**src/rtl/tft_pkg.sv**
```systemverilog
// Shared constants, word formatting helpers and FSM encoding for the TFT pixel streamer.
package tft_pkg;

  localparam int TFT_WORD_W = 17;
  localparam int RS_BIT     = 16;

  localparam logic [7:0] CMD_CASET = 8'h2A;
  localparam logic [7:0] CMD_RASET = 8'h2B;
  localparam logic [7:0] CMD_RAMWR = 8'h2C;

  typedef enum logic [3:0] {
    S_IDLE,
    S_CASET,
    S_CA_X0,
    S_CA_X1,
    S_RASET,
    S_RA_Y0,
    S_RA_Y1,
    S_RAMWR,
    S_PIXELS
  } tft_state_e;

  function automatic logic [TFT_WORD_W-1:0] cmd_word(input logic [7:0] cmd);
    return {1'b0, 8'h00, cmd};
  endfunction

  function automatic logic [TFT_WORD_W-1:0] param_word(input logic [15:0] value);
    return {1'b1, value};
  endfunction

  // Colour-bar palette, left to right.
  function automatic logic [15:0] bar_colour(input logic [2:0] bar);
    logic [15:0] c;
    case (bar)
      3'd0:    c = 16'hFFFF;
      3'd1:    c = 16'hFFE0;
      3'd2:    c = 16'h07FF;
      3'd3:    c = 16'h07E0;
      3'd4:    c = 16'hF81F;
      3'd5:    c = 16'hF800;
      3'd6:    c = 16'h001F;
      default: c = 16'h0000;
    endcase
    return c;
  endfunction

endpackage

```
**src/rtl/tft_pixel_streamer_if.sv**
```systemverilog
// Pixel-in and word-out valid/ready streams of the TFT pixel streamer.
interface tft_pixel_streamer_if;
  import tft_pkg::*;

  logic [15:0]           pix_data;
  logic                  pix_valid;
  logic                  pix_ready;
  logic [TFT_WORD_W-1:0] word_data;
  logic                  word_valid;
  logic                  word_ready;

  // master = the streamer; slave = pixel producer plus SPI stage
  modport master (
    input  pix_data, pix_valid, word_ready,
    output pix_ready, word_data, word_valid
  );

  modport slave (
    output pix_data, pix_valid, word_ready,
    input  pix_ready, word_data, word_valid
  );

endinterface

```
**src/rtl/tft_pixel_fifo.sv**
```systemverilog
// Synchronous FIFO with registered (first-word-not-fall-through) read; depth = 2**AW.
module tft_pixel_fifo #(
  parameter int DW = 16,
  parameter int AW = 4
) (
  input  logic          clk,
  input  logic          srst,
  input  logic          wr_en,
  input  logic [DW-1:0] wr_data,
  input  logic          rd_en,
  output logic [DW-1:0] rd_data,
  output logic          full,
  output logic          empty,
  output logic [AW:0]   level
);

  localparam int DEPTH = 2 ** AW;
  localparam logic [AW:0] FULL_LVL = (AW + 1)'(DEPTH);

  logic [DW-1:0] mem_q [DEPTH];
  logic [AW-1:0] wr_ptr_q;
  logic [AW-1:0] rd_ptr_q;
  logic [AW:0]   level_q;
  logic [DW-1:0] rd_data_q;
  logic          push;
  logic          pop;

  assign full    = (level_q == FULL_LVL);
  assign empty   = (level_q == '0);
  // Full blocks a push even when a pop frees a slot in the same cycle.
  assign push    = wr_en && !full;
  assign pop     = rd_en && !empty;
  assign level   = level_q;
  assign rd_data = rd_data_q;

  always_ff @(posedge clk) begin
    if (push) begin
      mem_q[wr_ptr_q] <= wr_data;
    end
  end

  always_ff @(posedge clk) begin
    if (srst) begin
      wr_ptr_q  <= '0;
      rd_ptr_q  <= '0;
      level_q   <= '0;
      rd_data_q <= '0;
    end else begin
      if (push) begin
        wr_ptr_q <= wr_ptr_q + 1'b1;
      end
      if (pop) begin
        rd_ptr_q  <= rd_ptr_q + 1'b1;
        rd_data_q <= mem_q[rd_ptr_q];
      end
      case ({push, pop})
        2'b10:   level_q <= level_q + 1'b1;
        2'b01:   level_q <= level_q - 1'b1;
        default: level_q <= level_q;
      endcase
    end
  end

endmodule

```
**src/rtl/tft_pixel_streamer.sv**
```systemverilog
// Emits CASET/RASET/RAMWR then WIDTH*HEIGHT RGB565 pixels as 17-bit {RS,data} words.
// Optional TFT_PIXEL_PATTERN_EN adds an internal colour-bar source selected by pattern_en.
module tft_pixel_streamer
  import tft_pkg::*;
#(
  parameter int WIDTH    = 128,
  parameter int HEIGHT   = 160,
  parameter int X_OFFSET = 0,
  parameter int Y_OFFSET = 0,
  parameter int FIFO_AW  = 4
) (
  input  logic                 MasterCLK,
  input  logic                 reset,
  input  logic                 frame_start,
  input  logic                 pattern_en,
  tft_pixel_streamer_if.master bus,
  output logic                 busy,
  output logic                 frame_done,
  output logic [FIFO_AW:0]     fifo_level
);

  localparam int NPIX  = WIDTH * HEIGHT;
  localparam int CNT_W = (NPIX > 1) ? $clog2(NPIX) : 1;
  localparam logic [CNT_W-1:0] LAST_PIX = CNT_W'(NPIX - 1);
  localparam logic [15:0] X_START = 16'(X_OFFSET);
  localparam logic [15:0] X_END   = 16'(X_OFFSET + WIDTH - 1);
  localparam logic [15:0] Y_START = 16'(Y_OFFSET);
  localparam logic [15:0] Y_END   = 16'(Y_OFFSET + HEIGHT - 1);

  tft_state_e            state_q;
  logic                  start_q;
  logic                  frame_done_q;
  logic                  word_valid_q;
  logic                  pix_valid_q;
  logic [TFT_WORD_W-1:0] word_q;
  logic [CNT_W-1:0]      pix_cnt_q;

  logic                  pix_phase;
  logic                  last_pix;
  logic                  xfer;
  logic                  start_accept;
  logic                  use_fifo;
  logic                  src_valid;
  logic [15:0]           src_data;
  logic [15:0]           fifo_rd_data;
  logic                  fifo_full;
  logic                  fifo_empty;
  logic                  fifo_pop;
  logic                  out_valid;
  logic [TFT_WORD_W-1:0] out_data;

  assign pix_phase    = (state_q == S_PIXELS);
  assign last_pix     = (pix_cnt_q == LAST_PIX);
  assign xfer         = out_valid && bus.word_ready;
  // A request landing on the frame_done cycle is dropped along with any while busy.
  assign start_accept = frame_start && (state_q == S_IDLE) && !start_q && !frame_done_q;

  // The first pixel is fetched on the RAMWR transfer so the stream has no bubble.
  assign fifo_pop = use_fifo && !fifo_empty &&
                    (((state_q == S_RAMWR) && xfer) ||
                     (pix_phase && (!pix_valid_q || (xfer && !last_pix))));

`ifdef TFT_PIXEL_PATTERN_EN
  localparam int BAR_W = (WIDTH / 8 > 0) ? WIDTH / 8 : 1;
  localparam int SUB_W = (BAR_W > 1) ? $clog2(BAR_W) : 1;
  localparam int COL_W = (WIDTH > 1) ? $clog2(WIDTH) : 1;
  localparam logic [SUB_W-1:0] SUB_LAST = SUB_W'(BAR_W - 1);
  localparam logic [COL_W-1:0] COL_LAST = COL_W'(WIDTH - 1);

  logic             pat_sel_q;
  logic [COL_W-1:0] col_q;
  logic [SUB_W-1:0] sub_q;
  logic [2:0]       bar_q;

  assign use_fifo  = !pat_sel_q;
  assign src_valid = pat_sel_q ? 1'b1 : pix_valid_q;
  assign src_data  = pat_sel_q ? bar_colour(bar_q) : fifo_rd_data;

  always_ff @(posedge MasterCLK) begin
    if (reset) begin
      pat_sel_q <= 1'b0;
      col_q     <= '0;
      sub_q     <= '0;
      bar_q     <= '0;
    end else if (start_accept) begin
      pat_sel_q <= pattern_en;
      col_q     <= '0;
      sub_q     <= '0;
      bar_q     <= '0;
    end else if (pix_phase && xfer) begin
      if (col_q == COL_LAST) begin
        col_q <= '0;
        sub_q <= '0;
        bar_q <= '0;
      end else begin
        col_q <= col_q + 1'b1;
        if (sub_q == SUB_LAST) begin
          sub_q <= '0;
          if (bar_q != 3'd7) begin
            bar_q <= bar_q + 1'b1;
          end
        end else begin
          sub_q <= sub_q + 1'b1;
        end
      end
    end
  end
`else
  logic unused_pattern_en;

  assign unused_pattern_en = pattern_en;
  assign use_fifo          = 1'b1;
  assign src_valid         = pix_valid_q;
  assign src_data          = fifo_rd_data;
`endif

  assign out_valid = pix_phase ? src_valid : word_valid_q;
  assign out_data  = pix_phase ? {1'b1, src_data} : word_q;

  assign bus.word_valid = out_valid;
  assign bus.word_data  = out_data;
  assign bus.pix_ready  = !fifo_full;
  assign busy           = (state_q != S_IDLE);
  assign frame_done     = frame_done_q;

  tft_pixel_fifo #(
    .DW (16),
    .AW (FIFO_AW)
  ) u_fifo (
    .clk     (MasterCLK),
    .srst    (reset),
    .wr_en   (bus.pix_valid),
    .wr_data (bus.pix_data),
    .rd_en   (fifo_pop),
    .rd_data (fifo_rd_data),
    .full    (fifo_full),
    .empty   (fifo_empty),
    .level   (fifo_level)
  );

  always_ff @(posedge MasterCLK) begin
    if (reset) begin
      state_q      <= S_IDLE;
      start_q      <= 1'b0;
      frame_done_q <= 1'b0;
      word_valid_q <= 1'b0;
      pix_valid_q  <= 1'b0;
      word_q       <= '0;
      pix_cnt_q    <= '0;
    end else begin
      frame_done_q <= 1'b0;
      start_q      <= start_accept;

      if (fifo_pop) begin
        pix_valid_q <= 1'b1;
      end else if (pix_phase && xfer) begin
        pix_valid_q <= 1'b0;
      end

      case (state_q)
        S_IDLE: begin
          if (start_q) begin
            state_q      <= S_CASET;
            word_q       <= cmd_word(CMD_CASET);
            word_valid_q <= 1'b1;
          end
        end
        S_CASET: if (xfer) begin state_q <= S_CA_X0; word_q <= param_word(X_START);   end
        S_CA_X0: if (xfer) begin state_q <= S_CA_X1; word_q <= param_word(X_END);     end
        S_CA_X1: if (xfer) begin state_q <= S_RASET; word_q <= cmd_word(CMD_RASET);   end
        S_RASET: if (xfer) begin state_q <= S_RA_Y0; word_q <= param_word(Y_START);   end
        S_RA_Y0: if (xfer) begin state_q <= S_RA_Y1; word_q <= param_word(Y_END);     end
        S_RA_Y1: if (xfer) begin state_q <= S_RAMWR; word_q <= cmd_word(CMD_RAMWR);   end
        S_RAMWR: begin
          if (xfer) begin
            state_q      <= S_PIXELS;
            word_q       <= '0;
            word_valid_q <= 1'b0;
            pix_cnt_q    <= '0;
          end
        end
        S_PIXELS: begin
          if (xfer) begin
            if (last_pix) begin
              pix_cnt_q    <= '0;
              frame_done_q <= 1'b1;
              state_q      <= S_IDLE;
            end else begin
              pix_cnt_q <= pix_cnt_q + 1'b1;
            end
          end
        end
        default: state_q <= S_IDLE;
      endcase
    end
  end

endmodule

```
**src/flat_wrapper.sv**
```systemverilog
// flat-port wrapper written by rule: the top's interface ports become plain ports
module tft_pixel_streamer_flat import tft_pkg::*;
#(
  parameter int WIDTH    = 128,
  parameter int HEIGHT   = 160,
  parameter int X_OFFSET = 0,
  parameter int Y_OFFSET = 0,
  parameter int FIFO_AW  = 4
)
  (MasterCLK, reset, frame_start, pattern_en, busy, frame_done, fifo_level, bus_pix_data, bus_pix_valid, bus_word_ready, bus_pix_ready, bus_word_data, bus_word_valid);
  tft_pixel_streamer_if bus_i ();
  input  logic MasterCLK;
  input  logic reset;
  input  logic frame_start;
  input  logic pattern_en;
  output logic busy;
  output logic frame_done;
  output logic [FIFO_AW:0] fifo_level;
  input wire logic [$bits(bus_i.pix_data)-1:0] bus_pix_data;
  input wire logic [$bits(bus_i.pix_valid)-1:0] bus_pix_valid;
  input wire logic [$bits(bus_i.word_ready)-1:0] bus_word_ready;
  output wire logic [$bits(bus_i.pix_ready)-1:0] bus_pix_ready;
  output wire logic [$bits(bus_i.word_data)-1:0] bus_word_data;
  output wire logic [$bits(bus_i.word_valid)-1:0] bus_word_valid;
  assign bus_i.pix_data = bus_pix_data;
  assign bus_i.pix_valid = bus_pix_valid;
  assign bus_i.word_ready = bus_word_ready;
  assign bus_pix_ready = bus_i.pix_ready;
  assign bus_word_data = bus_i.word_data;
  assign bus_word_valid = bus_i.word_valid;
  tft_pixel_streamer #(.WIDTH(WIDTH), .HEIGHT(HEIGHT), .X_OFFSET(X_OFFSET), .Y_OFFSET(Y_OFFSET), .FIFO_AW(FIFO_AW)) u_core (.MasterCLK(MasterCLK), .reset(reset), .frame_start(frame_start), .pattern_en(pattern_en), .bus(bus_i), .busy(busy), .frame_done(frame_done), .fifo_level(fifo_level));
endmodule
```
**config.mk**
```make
export PLATFORM = sky130hd
export DESIGN_NAME = tft_pixel_streamer_flat
export DESIGN_NICKNAME = d
export VERILOG_FILES = /design/src/rtl/tft_pkg.sv /design/src/rtl/tft_pixel_streamer_if.sv /design/src/rtl/tft_pixel_fifo.sv /design/src/rtl/tft_pixel_streamer.sv /design/src/flat_wrapper.sv
export SDC_FILE = /design/constraint.sdc
export NUM_CORES = 1
export LEC_CHECK = 0
export CAP_MARGIN = 20
export CORE_AREA = 5 5 175 135
export DETAILED_ROUTE_END_ITERATION = 10
export DIE_AREA = 0 0 180 140
export DONT_BUFFER_PORTS = 1
export HOLD_SLACK_MARGIN = 0.06
export PLACE_DENSITY_LB_ADDON = 0.12
export SETUP_SLACK_MARGIN = 0.3
export SYNTH_ARGS = -nofsm -noshare
export SYNTH_HDL_FRONTEND = slang
export SYNTH_SLANG_ARGS = --single-unit
```
**constraint.sdc**
```tcl
create_clock -name MasterCLK -period 4.5 [get_ports MasterCLK]
set_input_delay 1.125 -clock MasterCLK [delete_from_list [all_inputs] [get_ports MasterCLK]]
set_output_delay 1.125 -clock MasterCLK [all_outputs]
set_load 0.02 [all_outputs]
```
==> metrics.yaml, run 1 <==
floorplanning:
  core_um2: 21700
  die_w_um: 180
  num_rows: 47
  start_util_pct: 58.6
  ios: 48
  die_h_um: 140
  die-area_um2: 25200
yosys:
  synth_xor_area_share_pct: 0.620
  avgSynthCellArea_um2: 16.1
  synth_nets: 823
  yosys_register_bits: 317
  netlist_instances: 790
  synth_top_family_by_area: "multiplexers"
  synth_area_leaders: "edfxtp_1 60%, mux4_2 11%, dfxtp_1 9.6%, nor2_1 2.1%, a22oi_1 1.9%"
  yosysUniqueCellTypes: 54
  yosys_warnings: 0
  synth_top_area_cell: "edfxtp_1"
  ys.flop_type: "edfxtp_1"
  synth_simple_gate_area_share_pct: 8.17
  async_reset_ff_share_pct: 0
  ys_seq_area_share_pct: 70.0
  synth_compound_area_share_pct: 4.85
  synth_fa_ha_area_share_pct: 1.14
  synth-edff-count: 256
  syn-cell-area_um2: 12700
  yosysTopAreaCellShare_pct: 60.4
  synthMuxAreaShare_pct: 13.2
critical_path:
  r2r_start: "u_core.state_q[0]$_SDFFE_PP0P_"
  crit_type: "reg2reg"
  cp.arrival_ps: 3920
  max_stage_delay_ps: 760
  critPathTopFamily: "simple AND/OR/NAND/NOR gates"
  cp-startpoint: "u_core.state_q[0]$_SDFFE_PP0P_"
  crit_chain: "or4b_4 -> a2bb2oi_2 -> o22ai_4 -> ha_1 -> inv_1 -> fa_1 -> nor2b_1 -> o21ai_0 -> and3_1 -> or4_1 -> a21oi_1"
  startpoint_type: "flop"
  slowest_stage: "or4b_4"
  crit_required_ps: 4980
  path_buf_inv: 1
  worstPathMaxFanout: 22
  end_kind: "flop"
flow_run:
  maxCapViolations: 0
pwr:
  intPower_uw: 4790
  seqPwrFrac_pct: 54.6
  ir_drop_uv: 427
  pwr-share-clk_pct: 43.1
  switching_share_pct: 19.0
  leakagePower_uw: 0.00451
  p_sw_uw: 1120
  p_per_area_nw_per_um2: 418
  combPwrFrac_pct: 2.3
drt:
  antenna_left: 0
  wire_per_inst_um: 23.8
  dr.pass1.iters: 5
  drc: 0
  num_vias: 6855
  wl_mm: 26.7
  drt_iter0_drc: 545
  vias_per_cell: 6.13
cts:
  holdBufCountCts: 0
  post_cts_buffers: 0
  clk_latency_ps: 550
  cts_tree: "done"
  cts_resized: 0
  cts_max_level: 1
  clk_pin_slew_ps: 60
  clkSinkCount: 317
  cts.path.max_buffers: 3
  numCtsBuffers: 30
  root_buffer: "clkbuf_16"
sta:
  worst_pin_slew_ps: 1060
  fin_skew_ps: 16.3
  final-setup-viol-count: 0
  rsz0062_at_grt: "no"
  fin_setup_tns_ps: 0
  max_freq_ghz: 0.291
  max-slew-margin-rel_pct: 29.3
  finalMaxSlewViolations: 0
  period_share_pct: 76.4
  hold_ws_ps: 458
  timing_hold_violations_final: 0
  period_minus_slack_ps: 3440
place:
  gp_congestion: 0.788
  hpwl_mm: 16.2
  portBuffers: 0
  dp.cells: 1063
cells_and_area:
  area_growth_pct: 11.1
  final_cell_mix: "256 x edfxtp_1, 69 x nor2_1, 64 x mux4_2"
  layout-drive-gt1-share_pct: 17.8
  n_antenna_cell: 0
  fin_nets: 834
  final_common_cell: "edfxtp_1"
  final_cells: 1119
global_routing:
  grt_start_max_net_pins: 68
  grt_pass1_vias: 6983
  grt_use_total_pct: 21.1
  antenna_found_initial: 0
  grt_pass1_wl_mm: 41.3
  grt_overflow: 0
outcome:
  run_status: "finished clean"
hold_path:
  hp-start: "u_core.start_q$_SDFF_PP0_"
  hp-class: "reg2reg"
==> worst paths after layout <==
check,slack (ps),endpoint,cells after the start
max,1060,u_core.u_fifo.level[4]$_SDFFE_PP0P_,11
min,460,u_core.start_q$_SDFF_PP0_,1
max reg2reg,1060,u_core.u_fifo.level[4]$_SDFFE_PP0P_,11
min reg2reg,460,u_core.start_q$_SDFF_PP0_,1
==> state kept, by name, indices dropped and copies added, names as in the netlist, 4 cells and up <==
| name | cells |
|---|---|
| u_core.pix_cnt_q | 15 |
| u_core.state_q | 4 |
| u_core.u_fifo.level | 5 |
| u_core.u_fifo.mem_q | 256 |
| u_core.u_fifo.rd_data | 16 |
| u_core.u_fifo.rd_ptr_q | 4 |
| u_core.u_fifo.wr_ptr_q | 4 |
| u_core.word_q | 9 |
==> through the flow <==
step | util [%] | power (uW) | setup WS [ps] | cell area (um2)
after detailed placement | 60.5 | 3430 | 924 | 13100
after global routing | 65.1 | 6110 | 828 | 14100
after global placement | 60.5 | 3420 | 1020 | 13100
final | 65.1 | 5910 | 1060 | 14100
after CTS | 65.1 | 5960 | 1080 | 14100
after floorplan | - | 3390 | 1060 | 12700
==> cell families after synthesis <==
kind of cell             after synthesis
adder cells (fa/ha/maj)               11
multiplexers                          88
XOR/XNOR                               9
AO/OA/AOI/OAI                         91
buffers and inverters                 57
AND/OR/NAND/NOR                      217
flip-flops                           317
==> worst register-to-register path, delay by kind of cell (launching register included) <==
family          cells  cell delay, ps
compound gates      4             650
fa+ha+maj           2             650
buf+inv             1             110
flops               1             450
simple gates        4            1530
==> power groups by stage <==
stage	logic (uW)	registers, uW	clock network [uW]
5_1_grt	149	3230	2730
3_3_place_gp	131	3290	0
6_report	135	3230	2550
2_1_floorplan	109	3280	0
4_1_cts	136	3230	2590
3_5_place_dp	136	3290	0
==> synth_stat cells (3+ instances only) <==
cell type,instances
a211oi_1,4
a21oi_1,26
a22oi_1,33
a31oi_1,3
and2_1,10
and3_1,4
buf_1,6
buf_2,10
clkbuf_1,25
dfxtp_1,61
edfxtp_1,256
ha_1,10
inv_1,12
mux2i_1,22
mux4_2,64
nand2_1,61
nand2b_1,9
nand3_1,11
nand3b_1,5
nand4_1,5
nor2_1,71
nor2b_1,6
nor3_1,18
nor4_1,3
o21ai_0,10
xnor2_1,4
xor2_1,5
==> per-layer routing <==
metal,up-vias,track usage (%),wire (um)
met4,0,3.85,428
li1,3092,-,-
met3,34,3.68,1520
met5,-,0,0
met2,210,34.9,13100
met1,3519,30.5,11700
==> layout make-up <==
cell class / count / area (um2)
Sequential cell: 317 / 8910
Fill cell: 1503 / 7570
Timing Repair Buffer: 24 / 193
Clock inverter: 16 / 176
Clock buffer: 40 / 840
Tap cell: 294 / 368
Multi-Input combinational cell: 416 / 3600
Inverter: 12 / 45.0
No activity file was read; power rests on OpenSTA's default activity.
==> run 2, diff against run 1 <==
- clock period: 4.5 -> 3.45 ns (I/O delays scaled with it)
==> run 2 against run 1 <==
Die area did not move. Via count rose by 2.3%. Global-route usage fell by 0.24 points. First-iteration DRC count rose by 18%. Clock skew fell by 8.3 ps. Non-clock buffer count rose by 16. Critical path type unchanged.
==> metrics.yaml, run 2 (synthesized netlist as in run 1, its figures left out) <==
critical_path:
  critPathTopFamily: "simple AND/OR/NAND/NOR gates"
  crit_required_ps: 3930
  startpoint_type: "flop"
  max_stage_delay_ps: 540
  crit_chain: "or4b_4 -> a2bb2oi_2 -> o22ai_4 -> ha_4 -> inv_1 -> fa_1 -> nor2b_2 -> o21ai_1 -> and3_1 -> or4_1 -> a21oi_1"
  worstPathMaxFanout: 8
  crit_type: "reg2reg"
  cp.arrival_ps: 3480
  path_buf_inv: 1
  slowest_stage: "or4b_4"
  end_kind: "flop"
cells_and_area:
  final_cell_mix: "256 x edfxtp_1, 64 x mux4_2, 61 x nand2_1"
  final_common_cell: "edfxtp_1"
  n_fill_cell: 1455
  final_cells: 1135
  largest_reg_flops: 256
  fin_nets: 850
  layout-drive-gt1-share_pct: 21.5
  n_antenna_cell: 0
  area_growth_pct: 13.1
  regMostFlops: "u_core.u_fifo.mem_q"
outcome:
  run_status: "finished clean"
global_routing:
  antenna_found_initial: 0
  grt_start_max_net_pins: 68
  grt_pass1_wl_mm: 41.2
  grt_use_total_pct: 20.9
  grt_pass1_vias: 7078
  grt_overflow: 0
place:
  hpwl_mm: 16.1
  portBuffers: 0
  dp.cells: 1078
  gp_congestion: 0.790
drt:
  drt_iter0_drc: 643
  wire_per_inst_um: 23.3
  wl_mm: 26.4
  vias_per_cell: 6.18
  dr.pass1.iters: 5
  drc: 0
  num_vias: 7012
  antenna_left: 0
cts:
  cts_tree: "done"
  cts.path.max_buffers: 3
  holdBufCountCts: 0
  root_buffer: "clkbuf_16"
  cts_max_level: 1
  clk_latency_ps: 550
  numCtsBuffers: 30
  clk_pin_slew_ps: 70
  clkSinkCount: 317
sta:
  hold_ws_ps: 387
  finalMaxSlewViolations: 0
  final-setup-viol-count: 0
  period_share_pct: 86.8
  rsz0062_at_grt: "no"
  worst_pin_slew_ps: 1080
  fin_skew_ps: 8.03
  max_freq_ghz: 0.334
  period_minus_slack_ps: 2990
  fin_setup_tns_ps: 0
  max-slew-margin-rel_pct: 28.0
  timing_hold_violations_final: 0
floorplanning:
  core_um2: 21700
  start_util_pct: 58.6
  die_h_um: 140
  num_rows: 47
  die-area_um2: 25200
  die_w_um: 180
  ios: 48
pwr:
  p_per_area_nw_per_um2: 555
  ir_drop_uv: 376
  leakagePower_uw: 0.00464
  p_total_uw: 7980
flow_run:
  maxCapViolations: 0
hold_path:
  hp-class: "in2reg"
## run 2: stage by stage
stage / setup WS, ps / util (%) / instance area, um2
floorplan: 346 / - / 12700
global placement: 431 / 61.2 / 13300
detailed placement: 362 / 61.2 / 13300
CTS: 337 / 66.2 / 14400
global route: 297 / 66.3 / 14400
finish: 455 / 66.3 / 14400
## run 2: where the power goes
part	internal [uW]	switching [uW]	total [uW]
clock network	2190	1390	3590
registers	4180	18.7	4200
logic	75.1	123	198
## run 2: final timing paths
| path | end | slack, ps | depth (start not counted) | startpoint |
|---|---|---|---|---|
| hold reg to reg | u_core.start_q$_SDFF_PP0_ | 450 | 1 | u_core.start_q$_SDFF_PP0_ |
| setup reg to reg | u_core.u_fifo.level[4]$_SDFFE_PP0P_ | 460 | 11 | u_core.state_q[1]$_SDFFE_PP0P_ |
| setup / recovery | u_core.u_fifo.level[4]$_SDFFE_PP0P_ | 460 | 11 | u_core.state_q[1]$_SDFFE_PP0P_ |
| hold / removal | u_core.pix_cnt_q[5]$_SDFFE_PP0P_ | 390 | 1 | reset |
## run 2: layer usage
layer | up-vias | wire (um) | global-route usage [%]
li1 | 3121 | - | -
met1 | 3610 | 11400 | 29.8
met2 | 238 | 12900 | 34.8
met3 | 43 | 1670 | 3.81
met4 | 0 | 423 | 3.81
met5 | - | 0 | 0
## run 2: final cells by class
| class | count | area, um2 | area share (%) |
|---|---|---|---|
| timing repair buffer | 40 | 325 | 2.26 |
| clock buffer | 33 | 762 | 5.29 |
| clock inverter | 23 | 324 | 2.25 |
| multi-input combinational | 416 | 3650 | 25.4 |
| inverter | 12 | 45.0 | 0.313 |
| sequential | 317 | 8920 | 62.0 |
| tap | 294 | 368 | 2.56 |
## run 2: timing repair
item | CTS | global route
buffers inserted | 0 | 1
setup endpoints to repair | 0 | 1
resized for setup | 0 | 7
